===== src/rtl/traffic_pkg.sv =====
// Shared encodings for the four-approach traffic scheduler: light codes,
// phase and direction enums, and the width of the phase timer.
package traffic_pkg;

  localparam int TIMER_W = 8;

  localparam logic [2:0] LIGHT_RED    = 3'b100;
  localparam logic [2:0] LIGHT_YELLOW = 3'b010;
  localparam logic [2:0] LIGHT_GREEN  = 3'b001;

  typedef enum logic [1:0] {
    PH_ALL_RED = 2'd0,
    PH_GREEN   = 2'd1,
    PH_YELLOW  = 2'd2
  } phase_e;

  typedef enum logic [1:0] {
    DIR_N = 2'd0,
    DIR_S = 2'd1,
    DIR_E = 2'd2,
    DIR_W = 2'd3
  } dir_e;

  // Only the served approach ever leaves red, so a single decode covers all four lamps.
  function automatic logic [2:0] light_for(phase_e ph, logic [1:0] active, logic [1:0] me);
    if (ph == PH_GREEN && active == me)       return LIGHT_GREEN;
    else if (ph == PH_YELLOW && active == me) return LIGHT_YELLOW;
    else                                      return LIGHT_RED;
  endfunction

endpackage


===== src/rtl/traffic_rr_arb.sv =====
// Combinational round-robin pick over the four approaches, starting at ptr
// and wrapping W -> N.
module traffic_rr_arb (
  input  logic [3:0] req,
  input  logic [1:0] ptr,
  output logic [1:0] grant,
  output logic       valid
);

  // Walk from the farthest offset down so the nearest requester wins last.
  always_comb begin
    grant = ptr;
    valid = 1'b0;
    for (int i = 3; i >= 0; i--) begin
      if (req[ptr + 2'(i)]) begin
        grant = ptr + 2'(i);
        valid = 1'b1;
      end
    end
  end

endmodule


===== src/rtl/traffic_sched.sv =====
// Four-approach traffic light scheduler: ALL_RED -> GREEN -> YELLOW cycle with
// round-robin service. Define TRAFFIC_EMERG_EN to compile in emergency preemption.
module traffic_sched
  import traffic_pkg::*;
#(
  parameter int unsigned GREEN_MIN = 4,
  parameter int unsigned GREEN_MAX = 10,
  parameter int unsigned YELLOW_T  = 3,
  parameter int unsigned ALLRED_T  = 2
) (
  input  logic       clock,
  input  logic       reset,
  input  logic [3:0] req,
  input  logic       emerg_req,
  input  logic [1:0] emerg_dir,
  output logic [2:0] north_light,
  output logic [2:0] south_light,
  output logic [2:0] east_light,
  output logic [2:0] west_light,
  output logic [1:0] active_dir,
  output logic [1:0] phase
);

  localparam logic [TIMER_W-1:0] ALLRED_LAST = TIMER_W'(ALLRED_T - 1);
  localparam logic [TIMER_W-1:0] YELLOW_LAST = TIMER_W'(YELLOW_T - 1);
  localparam logic [TIMER_W-1:0] GMIN_LAST   = TIMER_W'(GREEN_MIN - 1);
  localparam logic [TIMER_W-1:0] GMAX_LAST   = TIMER_W'(GREEN_MAX - 1);

  phase_e             state;
  logic [TIMER_W-1:0] timer;
  logic [TIMER_W-1:0] timer_inc;
  logic [1:0]         ptr;
  logic [1:0]         dir_q;
  logic [1:0]         arb_grant;
  logic               arb_valid;
  logic               e_act;
  logic [1:0]         e_dir;
  logic               others;
  logic               own;
  logic               go_yellow;

`ifdef TRAFFIC_EMERG_EN
  assign e_act = emerg_req;
  assign e_dir = emerg_dir;
`else
  logic unused_emerg;
  assign unused_emerg = ^{emerg_req, emerg_dir};
  assign e_act = 1'b0;
  assign e_dir = 2'd0;
`endif

  traffic_rr_arb u_arb (
    .req   (req),
    .ptr   (ptr),
    .grant (arb_grant),
    .valid (arb_valid)
  );

  assign timer_inc = (timer == '1) ? timer : timer + 1'b1;

  // Emergency for the served approach pins green; for any other it cuts green short.
  always_comb begin
    others = |(req & ~(4'b0001 << dir_q));
    own    = req[dir_q];
    if (e_act) go_yellow = (e_dir != dir_q);
    else       go_yellow = others && (timer >= GMAX_LAST || (timer >= GMIN_LAST && !own));
  end

  always_ff @(posedge clock or negedge reset) begin
    if (!reset) begin
      state <= PH_ALL_RED;
      timer <= '0;
      ptr   <= 2'd0;
      dir_q <= 2'd0;
    end else begin
      case (state)
        PH_ALL_RED: begin
          if (timer >= ALLRED_LAST && (e_act || arb_valid)) begin
            state <= PH_GREEN;
            timer <= '0;
            if (e_act) begin
              dir_q <= e_dir;
            end else begin
              dir_q <= arb_grant;
              ptr   <= arb_grant + 2'd1;
            end
          end else begin
            timer <= timer_inc;
          end
        end
        PH_GREEN: begin
          if (go_yellow) begin
            state <= PH_YELLOW;
            timer <= '0;
          end else begin
            timer <= timer_inc;
          end
        end
        PH_YELLOW: begin
          if (timer >= YELLOW_LAST) begin
            state <= PH_ALL_RED;
            timer <= '0;
          end else begin
            timer <= timer_inc;
          end
        end
        default: begin
          state <= PH_ALL_RED;
          timer <= '0;
        end
      endcase
    end
  end

  assign phase       = state;
  assign active_dir  = dir_q;
  assign north_light = light_for(state, dir_q, DIR_N);
  assign south_light = light_for(state, dir_q, DIR_S);
  assign east_light  = light_for(state, dir_q, DIR_E);
  assign west_light  = light_for(state, dir_q, DIR_W);

endmodule


===== config.mk =====
export PLATFORM = sky130hd
export DESIGN_NAME = traffic_sched
export DESIGN_NICKNAME = d
export VERILOG_FILES = /design/src/rtl/traffic_pkg.sv /design/src/rtl/traffic_rr_arb.sv /design/src/rtl/traffic_sched.sv
export SDC_FILE = /design/constraint.sdc
export NUM_CORES = 1
export LEC_CHECK = 0
export CAP_MARGIN = 20
export CELL_PAD_IN_SITES_DETAIL_PLACEMENT = 1
export CELL_PAD_IN_SITES_GLOBAL_PLACEMENT = 1
export CORE_ASPECT_RATIO = 0.9
export CORE_UTILIZATION = 35
export DETAILED_ROUTE_END_ITERATION = 10
export PLACE_DENSITY = 0.87
export REMOVE_ABC_BUFFERS = 1
export SETUP_SLACK_MARGIN = 0.1
export SYNTH_ARGS = -nofsm -noshare
export SYNTH_HDL_FRONTEND = slang
export SYNTH_SLANG_ARGS = --single-unit

===== constraint.sdc =====
create_clock -name clock -period 2.5 [get_ports clock]
set_clock_uncertainty 0.15 [all_clocks]
set_input_delay 0.5 -clock clock [delete_from_list [all_inputs] [get_ports clock]]
set_output_delay 0.5 -clock clock [all_outputs]
set_load 0.01 [all_outputs]

Word level (Yosys, flattened, before mapping)
Index checks and enable logic that the tools add are counted.
W data, S select, Z words.

storage, ports and cells
  latch bits = 0
  register bits after elaboration = 14
  bits in read-only memories = 0
  logic and storage cells = 83
  RAM bits = 0
  output and inout port bits = 16
  memories = 0

cells by class
  equal/unequal tests = 9
  divide/modulo/power cells = 0
  order comparisons = 9
  multiply operators = 0
  $add $sub $neg = 5
  mux-type cells = 35
  reduce and logical (&&, ||, !) cells = 18
  bitwise logic cells = 2
  shift-type cells = 1

operator list
  kind                   count
  $mux W8                4
  $mux W3                8
  $pmux W8 S3            1
  $ge A8 B2 Y1 const B   2
  $lt A2 B3 Y1 const B   5
  $mux W2                7
  $logic_and A1 B1 Y1    11
  $bmux W1 S2            5
  $mux W1                9
  $add A8 B1 Y8 const B  1
  $eq A8 B8 Y1 const B   1
  $ge A8 B1 Y1 const B   1
  $ge A8 B4 Y1 const B   1
  $eq A2 B2 Y1 const B   3
  $ne A2 B2 Y1 const B   3
  $pmux W2 S3            1
  $add A2 B1 Y2 const B  2
  $add A2 B2 Y2 const B  2
  $and A4 B4 Y4          1
  $eq A2 B1 Y1 const B   2
  $logic_not A2 Y1       2
  $not A4 Y4             1
  $reduce_or A4 Y1       1
  $shl A1 B2 Y4 const A  1
  other kinds (4)        4

Depth between registers and ports, before layout
  depth in word-level cells = 10
  gate-level depth with buffers = 7

Modules after synthesis
Synthesis repeated with hierarchy kept, for this count alone.

unflattened totals
  cells, all modules = 126
  area, all modules = 1,084.8 um^2

by module, submodules not included
  module          area each (um^2)  cells an instance  times used
  traffic_sched   984.7             110                1
  traffic_rr_arb  100.1             16                 1

Worst setup path after synthesis
Ideal clock, no wire load.

  path kind = register to register
  from = register dir_q[0], in the netlist active_dir[0]
  to = register timer[6]
  buffers on the path = 1
  path slack = 0.608 ns
  arrival = 1.608 ns
  library setup time = 0.135 ns
  required time = 2.215 ns
  cell stages (with the launch flop) = 7
  cells stage by stage = dfrtp_1 buf_6 mux4_2 o221ai_2 o211ai_2 o21ai_4 a211oi_1

on the way
  longest elaborated chain between the ends = 8
  elaborated cells on any way between the ends = 12
  classes of those cells = shift (1); mux (4); bitwise (2); reduce/logical (5)

ends and longest elaborated chain
  item                           RTL line              RTL
  start: declaration             traffic_sched.sv:33   logic [1:0] dir_q;
  start signal: assignment       traffic_sched.sv:82   dir_q <= e_dir;
  start signal: assignment       traffic_sched.sv:84   dir_q <= arb_grant;
  $bmux W1 S2                    traffic_sched.sv:64   own = req[dir_q];
  $mux W1 (implied by the code)  traffic_sched.sv:64
  $logic_not A1 Y1               traffic_sched.sv:66   else go_yellow = others && (timer >= GMAX_LAST || (timer >= GMIN_LAST && !own));
  $logic_and A1 B1 Y1            traffic_sched.sv:66
  $logic_or A1 B1 Y1             traffic_sched.sv:66
  $logic_and A1 B1 Y1 (*)        traffic_sched.sv:66
  $mux W8 (*)                    traffic_sched.sv:92   if (go_yellow) begin
  $pmux W8 S3 (*)                traffic_sched.sv:76   case (state)
  end signal: assignment         traffic_sched.sv:88   timer <= timer_inc;
  end signal: assignment         traffic_sched.sv:96   timer <= timer_inc;
  end signal: assignment         traffic_sched.sv:104  timer <= timer_inc;
  end: declaration               traffic_sched.sv:30   logic [TIMER_W-1:0] timer;

Every way passes the cells marked *; elsewhere a longest branch is shown, timed or not. The select of a mux whose other input is x is not followed.
A chain may end at the register's enable or synchronous reset.

Worst setup path after layout
  from = register dir_q[0], in the netlist active_dir[0]
  to = output north_light[2]

on the way
  longest elaborated chain between the ends = 4
  elaborated cells on any way between the ends = 5
  classes of those cells = mux (2); reduce/logical (3)

ends and longest elaborated chain
  item                  RTL line                              RTL
  $logic_not A2 Y1 (*)  traffic_pkg.sv:26, traffic_pkg.sv:27
  $logic_and A1 B1 Y1   traffic_pkg.sv:27                     else if (ph == PH_YELLOW && active == me) return LIGHT_YELLOW;
  $mux W3               traffic_pkg.sv:27
  $mux W3 (*)           traffic_pkg.sv:26                     if (ph == PH_GREEN && active == me) return LIGHT_GREEN;
  end: declaration      traffic_sched.sv:16                   output logic [2:0] north_light,

Every way passes the cells marked *; elsewhere a longest branch is shown, timed or not.

==> results.py <==
metrics = {
    "synth": {
        "number_of_flops_mapped_to_enable_cells_by_yosys": 0,
        "synthAdderAreaFrac": 0.0484,
        "average_instance_area_after_synthesis_sq_um": 7.90,
        "synth-async-reset-ratio": 1.00,
        "yosys.cell_count.top_type": "sky130_fd_sc_hd__nor2_1",
        "synth-seq-cells": 14,
        "netlist_top_cells_count": "sky130_fd_sc_hd__nor2_1, sky130_fd_sc_hd__dfrtp_1, sky130_fd_sc_hd__nand2_1, sky130_fd_sc_hd__clkbuf_1, sky130_fd_sc_hd__o21ai_0",
        "dominantRegCellSynth": "sky130_fd_sc_hd__dfrtp_1",
        "synth_area_leader_cell": "sky130_fd_sc_hd__dfrtp_1",
        "syn_inst": 131,
        "synthMuxAreaShare": 0.0314,
        "synthXorXnorAreaFrac": 0.0339,
        "synth_cell_types": 35,
        "synth_compound_area_frac": 0.160,
        "synth_top_cell_area_share": 0.339,
        "synth_top_cells_by_area": "sky130_fd_sc_hd__dfrtp_1, sky130_fd_sc_hd__nor2_1, sky130_fd_sc_hd__ha_1",
        "synth_simple_gate_area_frac": 0.330,
        "yosys_warnings": 0,
        "ys_seq_area_frac": 0.339,
        "netlist_area_sq_mm": 0.00103,
        "synth_top_family_by_area": "simple AND/OR/NAND/NOR gates",
    },
    "critical_path": {
        "endpoint_kind_of_the_worst_setup_timing_path": "output pin",
        "cp_slowest_stage_delay_ps": 480,
        "critical_path_class": "reg -> out",
        "path_cells": "buf_4, nor3_2, nor2_1, clkdlybuf4s50_1",
        "cp_max_fo": 7,
        "crit_arrival_ps": 1670,
        "critical-path-slowest-cell": "sky130_fd_sc_hd__dfrtp_2",
        "critPathLaunchType": "register",
        "cp_data_required_time_ps": 1850,
    },
    "drt": {
        "via_per_inst": 5.40,
        "count_of_vias_placed_by_the_detailed_router": 1064,
        "post_drt_wl_per_cell_microns": 15.7,
        "drt-pass1-iter-count": 4,
        "drt-initial-drc-count": 13,
        "met3RoutedLength_microns": 108,
        "wl_met2_microns": 1610,
        "ant_nets": 0,
        "route.layer.met1.wl_microns": 1300,
        "highest_layer": "met4",
        "drc": 0,
        "drt_wl_total_microns": 3090,
    },
    "final_layout": {
        "flow.area_growth_from_synthesis_pct": 35.2,
        "drive_gt1_frac": 0.191,
        "antennaDiodeCount": 0,
        "filler_cell_count": 343,
        "num-nets-final": 171,
        "final-instance-count-excl-fill": 197,
    },
    "job": {
        "cap_viol_max_count": 0,
    },
    "floorplanning": {
        "ios": 25,
        "placement_rows": 18,
        "die_y_microns": 53.6,
        "die_w_microns": 59.3,
        "core_region_area_sq_mm": 0.00277,
        "initial_core_util": 0.374,
        "die-area_sq_mm": 0.00318,
    },
    "clock_network": {
        "clock_sinks": 14,
        "cts_tree": "yes",
        "worst_setup_hold_path_clk_slew_ps": 90,
        "clockBufferDepth": 2,
        "post_cts_hold_buffer_count": 0,
        "clk_latency_ps": 280,
        "tritoncts.num_buffers": 3,
        "ctsHtreeMaxLevel": 1,
        "clk_root_buffer_cell": "sky130_fd_sc_hd__clkbuf_4",
    },
    "status": {
        "status": "complete, no violations",
    },
    "grt": {
        "grt_pass1_vias": 1059,
        "grt.overflow.total": 0,
        "wire_length_of_the_first_global_routing_pass_microns": 4860,
        "grt_start_max_net_pins": 15,
        "grtUsageTotal": 0.211,
        "antenna_found_initial": 0,
    },
    "timing": {
        "min_period_ps": 2320,
        "timing.fmax_ghz": 0.432,
        "final_hold_viol_count": 0,
        "fin_setup_tns_ps": 0,
        "tightest_pin_transition_ps": 669,
        "slew_headroom": 0.553,
        "finalSetupViolCount": 0,
        "min_period_over_period": 0.926,
        "finalMaxSlewViolations": 0,
        "rsz0062_at_grt": "no",
    },
    "placed_design": {
        "gp_routability_congestion": 0.794,
        "io_buffer_count": 21,
        "place.detailed.instances": 188,
        "detailedPlacementHpwl_microns": 2210,
    },
    "power_and_ir_drop": {
        "vdd.ir_drop.worst_v": 0.000517,
        "power_density_mw_per_mm2": 1040,
        "static-leakage-power_uw": 0.000611,
    },
    "hold_path": {
        "timing.hold.worst.class": "in -> async",
    },
}
-- final timing paths --
kind	startpoint	endpoint	slack, ps	cells after the start
min reg2reg	ptr[1]	ptr[1]	460	2
max	active_dir[0]	north_light[2]	180	4
min	reset	timer[4]	460	1
max reg2reg	active_dir[0]	timer[3]	370	6
max in group asynchronous	reset	active_dir[1]	1270	1
min in group clock	ptr[1]	ptr[1]	460	2
-- final cells by class --
| class | count | area [sq um] | area share |
|---|---|---|---|
| clock buffer | 4 | 36.3 | 0.0259 |
| timing repair buffer | 30 | 283 | 0.202 |
| sequential | 14 | 355 | 0.254 |
| inverter | 6 | 22.5 | 0.0161 |
| multi-input combinational | 103 | 652 | 0.466 |
| tap | 40 | 50.0 | 0.0358 |
-- metal layers --
| layer | global-route usage | up-vias |
|---|---|---|
| met4 | 0.0952 | 0 |
| met2 | 0.356 | 32 |
| met3 | 0.0529 | 9 |
| li1 | - | 507 |
| met1 | 0.256 | 516 |
| met5 | 0 | - |
-- flip-flops by register name, summed over array words and instances, names as in the netlist --
name	cells
active_dir	2
phase	2
ptr	2
timer	8
-- placed cells by master (no fill, tap or decap), types with 3 or more instances in the layout --
| cell | Yosys | final |
|---|---|---|
| sky130_fd_sc_hd__ha_1 | 4 | 4 |
| sky130_fd_sc_hd__dfrtp_2 | 0 | 4 |
| sky130_fd_sc_hd__nor3_1 | 6 | 4 |
| sky130_fd_sc_hd__o21ai_0 | 7 | 7 |
| sky130_fd_sc_hd__nor2_2 | 0 | 3 |
| sky130_fd_sc_hd__nand2_1 | 13 | 12 |
| sky130_fd_sc_hd__nand2b_1 | 5 | 4 |
| sky130_fd_sc_hd__nand3_1 | 6 | 6 |
| sky130_fd_sc_hd__inv_1 | 6 | 5 |
| sky130_fd_sc_hd__buf_4 | 0 | 7 |
| sky130_fd_sc_hd__nor2b_1 | 4 | 4 |
| sky130_fd_sc_hd__clkbuf_4 | 0 | 3 |
| sky130_fd_sc_hd__dlymetal6s2s_1 | 0 | 4 |
| sky130_fd_sc_hd__clkdlybuf4s50_1 | 0 | 17 |
| sky130_fd_sc_hd__dfrtp_1 | 14 | 10 |
| sky130_fd_sc_hd__nor2_1 | 27 | 24 |
-- where the power goes --
part	total, uW	leakage, uW	switching (uW)	internal (uW)
combinational	855	0.000414	447	408
clock	167	0.0000210	78.4	88.7
sequential	433	0.000176	132	301
-- through the flow --
stage | instance area [sq um] | hold slack (ps) | setup WS (ps) | utilization | power (uW)
after CTS | 1340 | 459 | 98.5 | 0.484 | 1390
after global placement | 1290 | 414 | 89.4 | 0.465 | 1150
after detailed placement | 1290 | 437 | 20.9 | 0.465 | 1200
after global routing | 1400 | 478 | 84.6 | 0.505 | 1580
after floorplan | 997 | 54.4 | 560 | - | 870
final | 1400 | 464 | 185 | 0.505 | 1450
-- worst max-delay path, delay by kind of cell, from the launching register on --
kind	cells	cell delay (ps)
buf+inv	2	640
flops	1	480
simple gates	2	260
-- logic make-up (layout without fill, tap and decap cells) --
family                     after synthesis  after routing
buffers and inverters                   14             40
AOI/OAI and AO/OA                       23             23
DFF                                     14             14
muxes                                    2              2
and+or+nand+nor                         70             70
adders and majority gates                4              4
xor gates and xnor gates                 4              4
-- timing repair --
| action | in CTS | in global routing |
|---|---|---|
| pin swaps | 0 | 0 |
| setup buffers | 0 | 5 |
| gates resized for setup | 7 | 10 |
| setup endpoints to repair | 9 | 12 |
No activity file was read; power rests on OpenSTA's default activity.
